$ cat src/rtl/alu_uart_interface_if.sv
// Byte-link / ALU bundle for alu_uart_interface.
// slave: the sequencer side; master: the UART/ALU environment side.
interface alu_uart_interface_if #(
    parameter int NB_DATA = 8,
    parameter int NB_OP   = 6
);
    logic [NB_DATA-1:0] i_rx_data;
    logic               i_rx_done;
    logic [NB_DATA-1:0] i_alu_result;
    logic               i_tx_done;
    logic [NB_DATA-1:0] o_alu_data_a;
    logic [NB_DATA-1:0] o_alu_data_b;
    logic [NB_OP-1:0]   o_alu_operation;
    logic [NB_DATA-1:0] o_tx_data;
    logic               o_tx_start;
    logic               o_busy;
    logic               o_drop;
    logic               o_timeout;

    modport slave (
        input  i_rx_data, i_rx_done, i_alu_result, i_tx_done,
        output o_alu_data_a, o_alu_data_b, o_alu_operation, o_tx_data,
        output o_tx_start, o_busy, o_drop, o_timeout
    );

    modport master (
        output i_rx_data, i_rx_done, i_alu_result, i_tx_done,
        input  o_alu_data_a, o_alu_data_b, o_alu_operation, o_tx_data,
        input  o_tx_start, o_busy, o_drop, o_timeout
    );
endinterface

$ cat src/rtl/alu_uart_interface.sv
// Sequencer between the UART byte link and the combinational ALU (A, B, opcode in; result byte out).
// Optional inter-byte timeout enabled by defining ALU_IF_TIMEOUT_EN.
//
// state   | meaning
// WAIT_A  | idle, next byte is operand A
// WAIT_B  | next byte is operand B
// WAIT_OP | next byte is the opcode
// EXEC    | ALU settling, result captured at end of cycle
// START   | request transmit (o_tx_start appears next cycle)
// WAIT_TX | waiting for transmitter to finish
module alu_uart_interface #(
    parameter int NB_DATA        = 8,
    parameter int NB_OP          = 6,
    parameter int TIMEOUT_CYCLES = 1000000
) (
    input  logic                 i_clk,
    input  logic                 i_reset_n,
    alu_uart_interface_if.slave  bus
);
    typedef enum logic [2:0] {
        WAIT_A  = 3'd0,
        WAIT_B  = 3'd1,
        WAIT_OP = 3'd2,
        EXEC    = 3'd3,
        START   = 3'd4,
        WAIT_TX = 3'd5
    } state_t;

    if (TIMEOUT_CYCLES < 1) begin : g_bad_timeout
        $error("TIMEOUT_CYCLES must be at least 1");
    end

    state_t             state_q, state_d;
    logic [NB_DATA-1:0] alu_a_q, alu_a_d;
    logic [NB_DATA-1:0] alu_b_q, alu_b_d;
    logic [NB_OP-1:0]   alu_op_q, alu_op_d;
    logic [NB_DATA-1:0] tx_data_q, tx_data_d;
    logic               tx_start_q, tx_start_d;
    logic               drop_q, drop_d;

`ifdef ALU_IF_TIMEOUT_EN
    localparam int CNT_W = $clog2(TIMEOUT_CYCLES + 1);
    localparam logic [CNT_W-1:0] CNT_LOAD = CNT_W'(TIMEOUT_CYCLES - 1);
    logic [CNT_W-1:0] cnt_q, cnt_d;
    logic             timeout_q, timeout_d;
`endif

    always_comb begin
        state_d    = state_q;
        alu_a_d    = alu_a_q;
        alu_b_d    = alu_b_q;
        alu_op_d   = alu_op_q;
        tx_data_d  = tx_data_q;
        tx_start_d = 1'b0;
        drop_d     = 1'b0;
        case (state_q)
            WAIT_A: if (bus.i_rx_done) begin
                alu_a_d = bus.i_rx_data;
                state_d = WAIT_B;
            end
            WAIT_B: if (bus.i_rx_done) begin
                alu_b_d = bus.i_rx_data;
                state_d = WAIT_OP;
            end
            WAIT_OP: if (bus.i_rx_done) begin
                alu_op_d = bus.i_rx_data[NB_OP-1:0];
                state_d  = EXEC;
            end
            EXEC: begin
                tx_data_d = bus.i_alu_result;
                drop_d    = bus.i_rx_done;
                state_d   = START;
            end
            START: begin
                tx_start_d = 1'b1;
                drop_d     = bus.i_rx_done;
                state_d    = WAIT_TX;
            end
            WAIT_TX: begin
                // a byte landing with tx_done is still dropped; we are not yet back in WAIT_A
                drop_d = bus.i_rx_done;
                if (bus.i_tx_done) begin
                    state_d = WAIT_A;
                end
            end
            default: state_d = WAIT_A;
        endcase

`ifdef ALU_IF_TIMEOUT_EN
        cnt_d     = cnt_q;
        timeout_d = 1'b0;
        if (bus.i_rx_done && (state_q == WAIT_A || state_q == WAIT_B || state_q == WAIT_OP)) begin
            cnt_d = CNT_LOAD;
        end else if (state_q == WAIT_B || state_q == WAIT_OP) begin
            if (cnt_q == '0) begin
                state_d   = WAIT_A;
                timeout_d = 1'b1;
            end else begin
                cnt_d = cnt_q - 1'b1;
            end
        end
`endif
    end

    always_ff @(posedge i_clk) begin
        if (!i_reset_n) begin
            state_q    <= WAIT_A;
            alu_a_q    <= '0;
            alu_b_q    <= '0;
            alu_op_q   <= '0;
            tx_data_q  <= '0;
            tx_start_q <= 1'b0;
            drop_q     <= 1'b0;
        end else begin
            state_q    <= state_d;
            alu_a_q    <= alu_a_d;
            alu_b_q    <= alu_b_d;
            alu_op_q   <= alu_op_d;
            tx_data_q  <= tx_data_d;
            tx_start_q <= tx_start_d;
            drop_q     <= drop_d;
        end
    end

`ifdef ALU_IF_TIMEOUT_EN
    always_ff @(posedge i_clk) begin
        if (!i_reset_n) begin
            cnt_q     <= '0;
            timeout_q <= 1'b0;
        end else begin
            cnt_q     <= cnt_d;
            timeout_q <= timeout_d;
        end
    end
    assign bus.o_timeout = timeout_q;
`else
    assign bus.o_timeout = 1'b0;
`endif

    assign bus.o_alu_data_a    = alu_a_q;
    assign bus.o_alu_data_b    = alu_b_q;
    assign bus.o_alu_operation = alu_op_q;
    assign bus.o_tx_data       = tx_data_q;
    assign bus.o_tx_start      = tx_start_q;
    assign bus.o_drop          = drop_q;
    assign bus.o_busy          = (state_q != WAIT_A);
endmodule
$ cat src/flat_wrapper.sv
// flat-port wrapper written by rule: the top's interface ports become plain ports
module alu_uart_interface_flat 
#(
    parameter int NB_DATA        = 8,
    parameter int NB_OP          = 6,
    parameter int TIMEOUT_CYCLES = 1000000
)
  (i_clk, i_reset_n, bus_i_rx_data, bus_i_rx_done, bus_i_alu_result, bus_i_tx_done, bus_o_alu_data_a, bus_o_alu_data_b, bus_o_alu_operation, bus_o_tx_data, bus_o_tx_start, bus_o_busy, bus_o_drop, bus_o_timeout);
  alu_uart_interface_if #(.NB_DATA(NB_DATA), .NB_OP(NB_OP)) bus_i ();
  input  logic i_clk;
  input  logic i_reset_n;
  input wire logic [$bits(bus_i.i_rx_data)-1:0] bus_i_rx_data;
  input wire logic [$bits(bus_i.i_rx_done)-1:0] bus_i_rx_done;
  input wire logic [$bits(bus_i.i_alu_result)-1:0] bus_i_alu_result;
  input wire logic [$bits(bus_i.i_tx_done)-1:0] bus_i_tx_done;
  output wire logic [$bits(bus_i.o_alu_data_a)-1:0] bus_o_alu_data_a;
  output wire logic [$bits(bus_i.o_alu_data_b)-1:0] bus_o_alu_data_b;
  output wire logic [$bits(bus_i.o_alu_operation)-1:0] bus_o_alu_operation;
  output wire logic [$bits(bus_i.o_tx_data)-1:0] bus_o_tx_data;
  output wire logic [$bits(bus_i.o_tx_start)-1:0] bus_o_tx_start;
  output wire logic [$bits(bus_i.o_busy)-1:0] bus_o_busy;
  output wire logic [$bits(bus_i.o_drop)-1:0] bus_o_drop;
  output wire logic [$bits(bus_i.o_timeout)-1:0] bus_o_timeout;
  assign bus_i.i_rx_data = bus_i_rx_data;
  assign bus_i.i_rx_done = bus_i_rx_done;
  assign bus_i.i_alu_result = bus_i_alu_result;
  assign bus_i.i_tx_done = bus_i_tx_done;
  assign bus_o_alu_data_a = bus_i.o_alu_data_a;
  assign bus_o_alu_data_b = bus_i.o_alu_data_b;
  assign bus_o_alu_operation = bus_i.o_alu_operation;
  assign bus_o_tx_data = bus_i.o_tx_data;
  assign bus_o_tx_start = bus_i.o_tx_start;
  assign bus_o_busy = bus_i.o_busy;
  assign bus_o_drop = bus_i.o_drop;
  assign bus_o_timeout = bus_i.o_timeout;
  alu_uart_interface #(.NB_DATA(NB_DATA), .NB_OP(NB_OP), .TIMEOUT_CYCLES(TIMEOUT_CYCLES)) u_core (.i_clk(i_clk), .i_reset_n(i_reset_n), .bus(bus_i));
endmodule
$ cat config.mk
export PLATFORM = sky130hd
export DESIGN_NAME = alu_uart_interface_flat
export DESIGN_NICKNAME = d
export VERILOG_FILES = /design/src/rtl/alu_uart_interface_if.sv /design/src/rtl/alu_uart_interface.sv /design/src/flat_wrapper.sv
export SDC_FILE = /design/constraint.sdc
export NUM_CORES = 1
export LEC_CHECK = 0
export ABC_AREA = 0
export ABC_CLOCK_PERIOD_IN_PS = 1460
export CELL_PAD_IN_SITES_DETAIL_PLACEMENT = 1
export CELL_PAD_IN_SITES_GLOBAL_PLACEMENT = 1
export CORE_MARGIN = 3
export CORE_UTILIZATION = 28
export CTS_BUF_LIST = sky130_fd_sc_hd__clkbuf_8
export DETAILED_ROUTE_END_ITERATION = 6
export GPL_TIMING_DRIVEN = 0
export PLACE_DENSITY = 0.72
export SLEW_MARGIN = 20
export SYNTH_ARGS = -nofsm -noshare
export SYNTH_HDL_FRONTEND = slang
export SYNTH_SLANG_ARGS = --single-unit
$ cat constraint.sdc
create_clock -name i_clk -period 1.46 [get_ports i_clk]
set_clock_uncertainty 0.05 [all_clocks]
set_input_delay 0.146 -clock i_clk [delete_from_list [all_inputs] [get_ports i_clk]]
set_output_delay 0.146 -clock i_clk [all_outputs]
set_load 0.03 [all_outputs]
==> impl_metrics.json, run 1 <==
{
  "synth_top_area_share_pct": 48.7,
  "dieArea_um2": 6030,
  "endpoint_kind": "primary output",
  "hold_viol": 0,
  "hold_end": "u_core.bus.o_drop",
  "crit_chain": "buf_6 -> or3_4 -> buf_6",
  "wl_met1_mm": 1.51,
  "whs_path_depth": 3,
  "vias": 1174,
  "cts.sinks": 35,
  "r2r-start": "u_core.state_q[2]",
  "wl_met2_mm": 2.09,
  "finalPower_uw": 2070,
  "final_util_pct": 43.9,
  "crit_family": "simple AND/OR/NAND/NOR gates",
  "row_count": 25,
  "setup_viol": 0,
  "netlist_instances": 137,
  "r2r-end": "u_core.bus.o_alu_data_b[4]",
  "ir_worst_vdd_uv": 559,
  "highest_layer": "met4",
  "path_class": "flip-flop to primary output",
  "drive_above_1_share_pct": 13.0,
  "register_area_um2": 703,
  "fmax_mhz": 702,
  "synth_cell_type_count": 22,
  "dp_hpwl_mm": 2.89,
  "cts_made_buffers": 5,
  "clk_latency_ns": 0.28,
  "ys_ff_latch": 35,
  "place.gp.congestion": 0.681,
  "path_common_cell": "buf_6",
  "dr.pass1.iters": 4,
  "cpPeakStageDelay_ns": 0.36,
  "tns_ns": 0,
  "viasPerCell": 4.40,
  "hold_class": "input pin to flip-flop",
  "ios": 54,
  "syn_nets": 157,
  "netlist_area_um2": 1440,
  "crit_buf_inv": 2,
  "nets": 219,
  "wl_met3_um": 138,
  "die_width_um": 77.7,
  "grt_use_total_pct": 13.0,
  "multi_input_area_um2": 659,
  "grt_pass1_vias": 1248,
  "core_area_um2": 4850,
  "placed_cell_area_um2": 2040,
  "min_period_over_period_pct": 97.5,
  "fin_crit_ns": 1.42,
  "ctsLongestPathBuffers": 2,
  "cellPowerDensity_nw_per_um2": 971,
  "synth-seq-area-share_pct": 48.7,
  "drv_slew": 0,
  "drt_wl_total_mm": 3.79,
  "post_drt_wl_per_cell_um": 14.2,
  "grt-ovfl-total": 0,
  "crit_slowest_cell": "or3_4",
  "htreeDepth": 2,
  "n_antenna_cell": 0,
  "yosysWarnings": 0,
  "drt_iter0_markers": 47,
  "cp_max_fo": 8,
  "n_fill_cell": 541,
  "clkSlewWorstSetupHoldPaths_ns": 0.06,
  "ys_top_cells_by_count": "dfxtp_1 (35), nor2b_1 (23), mux2i_1 (22)",
  "start_util_pct": 29.7,
  "drc": 0,
  "synthTopCellsByArea": "dfxtp_1 (49%), mux2i_1 (15%), nor2b_1 (10%)",
  "syn_avg_cell_area_um2": 10.5,
  "timing.hold.ws_ns": 0.214,
  "critPathRequiredTime_ns": 1.26,
  "cp.arrival_ns": 1.23,
  "drv_cap": 0,
  "power_leakage_uw": 0.00100,
  "min_from": "bus_i_rx_done",
  "antenna_found_initial": 0,
  "syn_to_final_growth_pct": 48.0,
  "worstRegToRegCells": 5,
  "grt_max_degree": 12,
  "reg2reg_slack_ns": 0.08,
  "final_cell_area_um2": 2130,
  "cts-root-buf": "clkbuf_8",
  "port_buffers": 52,
  "synthFlopType": "dfxtp_1",
  "cts_tree": "yes",
  "ant_nets": 0,
  "cp-start-kind": "flip-flop",
  "synth_edf_count": 0,
  "grt_pass1_wl_mm": 6.26,
  "synth_most_common_cell": "dfxtp_1",
  "die_h_um": 77.7,
  "outcome": "finished clean",
  "ys_async_sr_fraction_pct": 0,
  "synth_area_leader_cell": "dfxtp_1"
}
-- worst max path at each step --
stage | startpoint | end | slack, ns | cells after the start
after detailed placement | bus_i_rx_done | u_core.bus.o_alu_data_a[2] | -0.28 | 5
after CTS | u_core.state_q[0] | bus_o_busy | 0.0008 | 3
after floorplan | u_core.state_q[1] | u_core.bus.o_alu_data_a[4] | 0.14 | 5
final | u_core.state_q[0] | bus_o_busy | 0.04 | 3
after global routing | u_core.state_q[0] | u_core.bus.o_alu_data_a[2] | -0.02 | 6
after global placement | bus_i_rx_done | u_core.bus.o_alu_data_a[4] | -0.23 | 5
-- metrics by stage --
step           setup WS [ns]  cells
3_3_place_gp          -0.234    256
5_1_grt              -0.0163    267
3_5_place_dp          -0.281    256
6_report              0.0359    267
4_1_cts             0.000839    264
2_1_floorplan          0.135    137
-- tightest hold or removal path, delay by kind of cell --
| kind | cells | cell delay [ns] |
|---|---|---|
| compound gates | 1 | 0.04 |
| buf+inv | 1 | 0.21 |
| simple gates | 1 | 0.09 |
-- timing repair --
item,4_1_cts,5_1_grt
setup endpoints to repair,31,16
buffers inserted,0,4
hold buffers,0,0
pin swaps,0,1
resized for setup,40,4
-- placed cells by master, fill, tap and decap left out, drive strengths merged, types with 2 or more instances in the layout --
cell type	count
dfxtp	35
nor2b	23
nand2b	2
dlygate4sd2	30
mux2i	22
a21oi	3
dlymetal6s2s	3
nand2	18
buf	12
nor3b	2
clkdlybuf4s50	18
and4bb	2
clkbuf	8
a21boi	9
-- kinds of logic (layout without fill, tap and decap cells) --
group | Yosys count | in the layout | share of synthesized area (%)
compound gates | 14 | 14 | 6.88
mux | 22 | 22 | 15.3
simple gates | 54 | 54 | 23.1
other cells | 1 | 1 | 0.261
flops | 35 | 35 | 48.7
buf+inv | 11 | 74 | 5.74
-- report_power, final --
part           switching, µW  internal, µW  total [µW]
Sequential              22.9           993        1020
Combinational            194           185         379
Clock                    345           326         672
-- metal layers --
layer | track usage, % | vias up
met4 | 4.27 | 0
li1 | - | 575
met1 | 14.9 | 572
met2 | 23.7 | 23
met3 | 2.90 | 4
met5 | 0 | -
-- flip-flops by register name, indices dropped and copies added (netlist names) --
| signal | cells |
|---|---|
| u_core.bus.o_tx_data | 8 |
| u_core.bus.o_drop | 1 |
| u_core.state_q | 3 |
| u_core.bus.o_alu_data_a | 8 |
| u_core.bus.o_tx_start | 1 |
| u_core.bus.o_alu_data_b | 8 |
| u_core.bus.o_alu_operation | 6 |
-- area by class of cell --
class                      count  area share (%)
buffer                        10            3.53
multi-input combinational     91            31.0
tap                           67            3.94
timing repair buffer          56            24.5
sequential                    35            33.0
clock inverter                 3           0.764
clock buffer                   5            3.23
(Power assumes the default switching activity.)
==> inputs of run 2 (changes only) <==
--- a/config.mk
+++ b/config.mk
@@ -6,15 +6,14 @@
 export NUM_CORES = 1
 export LEC_CHECK = 0
 export ABC_AREA = 0
-export ABC_CLOCK_PERIOD_IN_PS = 1460
 export CELL_PAD_IN_SITES_DETAIL_PLACEMENT = 1
 export CELL_PAD_IN_SITES_GLOBAL_PLACEMENT = 1
-export CORE_MARGIN = 3
+export CORE_MARGIN = 2
 export CORE_UTILIZATION = 28
 export CTS_BUF_LIST = sky130_fd_sc_hd__clkbuf_8
 export DETAILED_ROUTE_END_ITERATION = 6
 export GPL_TIMING_DRIVEN = 0
-export PLACE_DENSITY = 0.72
+export PLACE_DENSITY = 0.76
 export SLEW_MARGIN = 20
 export SYNTH_ARGS = -nofsm -noshare
 export SYNTH_HDL_FRONTEND = slang
==> run 2 against run 1 <==
  * Maximum frequency shrank 1.0%
  * Combinational power shrank 2%
  * Cell area grew 0.65%
  * Register-to-register slack is essentially flat
  * Global-route usage shrank 0.48 points
==> impl_metrics.json, run 2 (synthesized netlist as in run 1, its figures left out) <==
{
  "cellPowerDensity_nw_per_um2": 1030,
  "min_period_over_period_pct": 98.5,
  "core_area_um2": 5040,
  "cpPeakStageDelay_ns": 0.38,
  "start_util_pct": 28.5,
  "power_leakage_uw": 0.000994,
  "fin_crit_ns": 1.44,
  "drv_slew": 0,
  "cts_made_buffers": 5,
  "cts_tree": "yes",
  "grt.met2_usage_pct": 19.8,
  "ir_worst_vdd_uv": 564,
  "grt_use_total_pct": 12.6,
  "cp_max_fo": 7,
  "tns_ns": 0,
  "r2r-start": "u_core.state_q[1]",
  "fmax_mhz": 695,
  "outcome": "finished clean",
  "die_h_um": 75.7,
  "ctsLongestPathBuffers": 2,
  "critPathRequiredTime_ns": 1.26,
  "drv_cap": 0,
  "crit_slowest_cell": "or3_4",
  "path_common_cell": "buf_6",
  "drive_above_1_share_pct": 12.1,
  "hold_viol": 0,
  "drc": 0,
  "cp.arrival_ns": 1.24,
  "drt_iter0_markers": 43,
  "ant_nets": 0,
  "vias": 1123,
  "timing.hold.ws_ns": 0.187,
  "crit_chain": "buf_6 -> or3_4 -> buf_6",
  "place.gp.congestion": 0.750,
  "grtUsageMet1_pct": 15.6,
  "path_class": "flip-flop to primary output",
  "grt_pass1_wl_mm": 5.27,
  "dieArea_um2": 5720,
  "rsz0062_at_grt": "yes",
  "ios": 54,
  "row_count": 26,
  "min_from": "bus_i_rx_done",
  "htreeDepth": 2,
  "grt_pass1_vias": 1042,
  "clkSlewWorstSetupHoldPaths_ns": 0.07,
  "clk_latency_ns": 0.28,
  "die_width_um": 75.7,
  "final_cell_mix": "dfxtp_1 (33), dlygate4sd2_1 (31), nor2b_1 (23)",
  "syn_to_final_growth_pct": 49.0,
  "cts.sinks": 35,
  "grt-ovfl-total": 0,
  "hold_class": "input pin to flip-flop",
  "n_antenna_cell": 0,
  "cp-startpoint": "u_core.state_q[2]",
  "dp_hpwl_mm": 2.35,
  "post_drt_wl_per_cell_um": 12.4,
  "finalPower_uw": 2210,
  "drt_wl_total_mm": 3.32,
  "viasPerCell": 4.19,
  "final_common_cell": "dfxtp_1",
  "antenna_found_initial": 0,
  "cp-start-kind": "flip-flop",
  "endpoint_kind": "primary output",
  "crit_family": "simple AND/OR/NAND/NOR gates",
  "port_buffers": 52,
  "grt_util_met3_pct": 4.37,
  "top_usage_layer": "met2",
  "setup_viol": 0,
  "grt_max_degree": 11,
  "cts-root-buf": "clkbuf_8",
  "crit_buf_inv": 2,
  "dr.pass1.iters": 4,
  "nets": 218
}
run 2: per-layer routing:
layer	vias to the layer above	part of all wire, %
li1	573	-
met1	523	45
met2	25	49
met3	2	5.0
met4	0	0.81
met5	-	0
run 2: worst reg2reg max path: cells and delay by family, from the launching register on:
family                 cells  cell delay [ns]
AND/OR/NAND/NOR            2             0.57
flip-flops                 1             0.31
AO/OA/AOI/OAI              1             0.06
buffers and inverters      2             0.28
run 2: power by group:
group          switching [µW]  internal, µW  leakage, µW
Sequential               16.7           993     0.000285
Clock                     330           493    0.0000554
Combinational             194           179     0.000654
Total                     540          1670     0.000994
run 2: final timing paths:
path / slack [ns] / end / cells after the start
max reg2reg: 0.09 / u_core.bus.o_alu_data_a[4] / 5
min: 0.19 / u_core.bus.o_drop / 3
max: 0.02 / bus_o_busy / 3
min reg2reg: 0.40 / u_core.bus.o_alu_data_a[7] / 2
run 2: area by class of cell:
cell class	instances	area (µm²)
fill	576	2900
sequential	35	703
multi-input combinational	91	659
timing repair buffer	54	503
tap	70	87.6
buffer	11	86.3
clock buffer	5	68.8
clock inverter	2	33.8
run 2: per-stage QoR:
| step | utilization (%) | worst slack [ns] | cell area, µm² | std cells |
|---|---|---|---|---|
| after global placement | 40.6 | -0.250 | 2050 | 259 |
| after detailed placement | 40.6 | -0.249 | 2050 | 259 |
| after CTS | 42.0 | -0.0161 | 2120 | 266 |
| after floorplan | - | 0.135 | 1440 | 137 |
| after global routing | 42.5 | -0.0239 | 2140 | 268 |
| final | 42.5 | 0.0214 | 2140 | 268 |
run 2: repair_timing:
action,CTS,global route
pin swaps,1,0
resized for setup,41,3
endpoints found under the setup margin,32,9
setup buffers,0,2
hold buffers,0,0
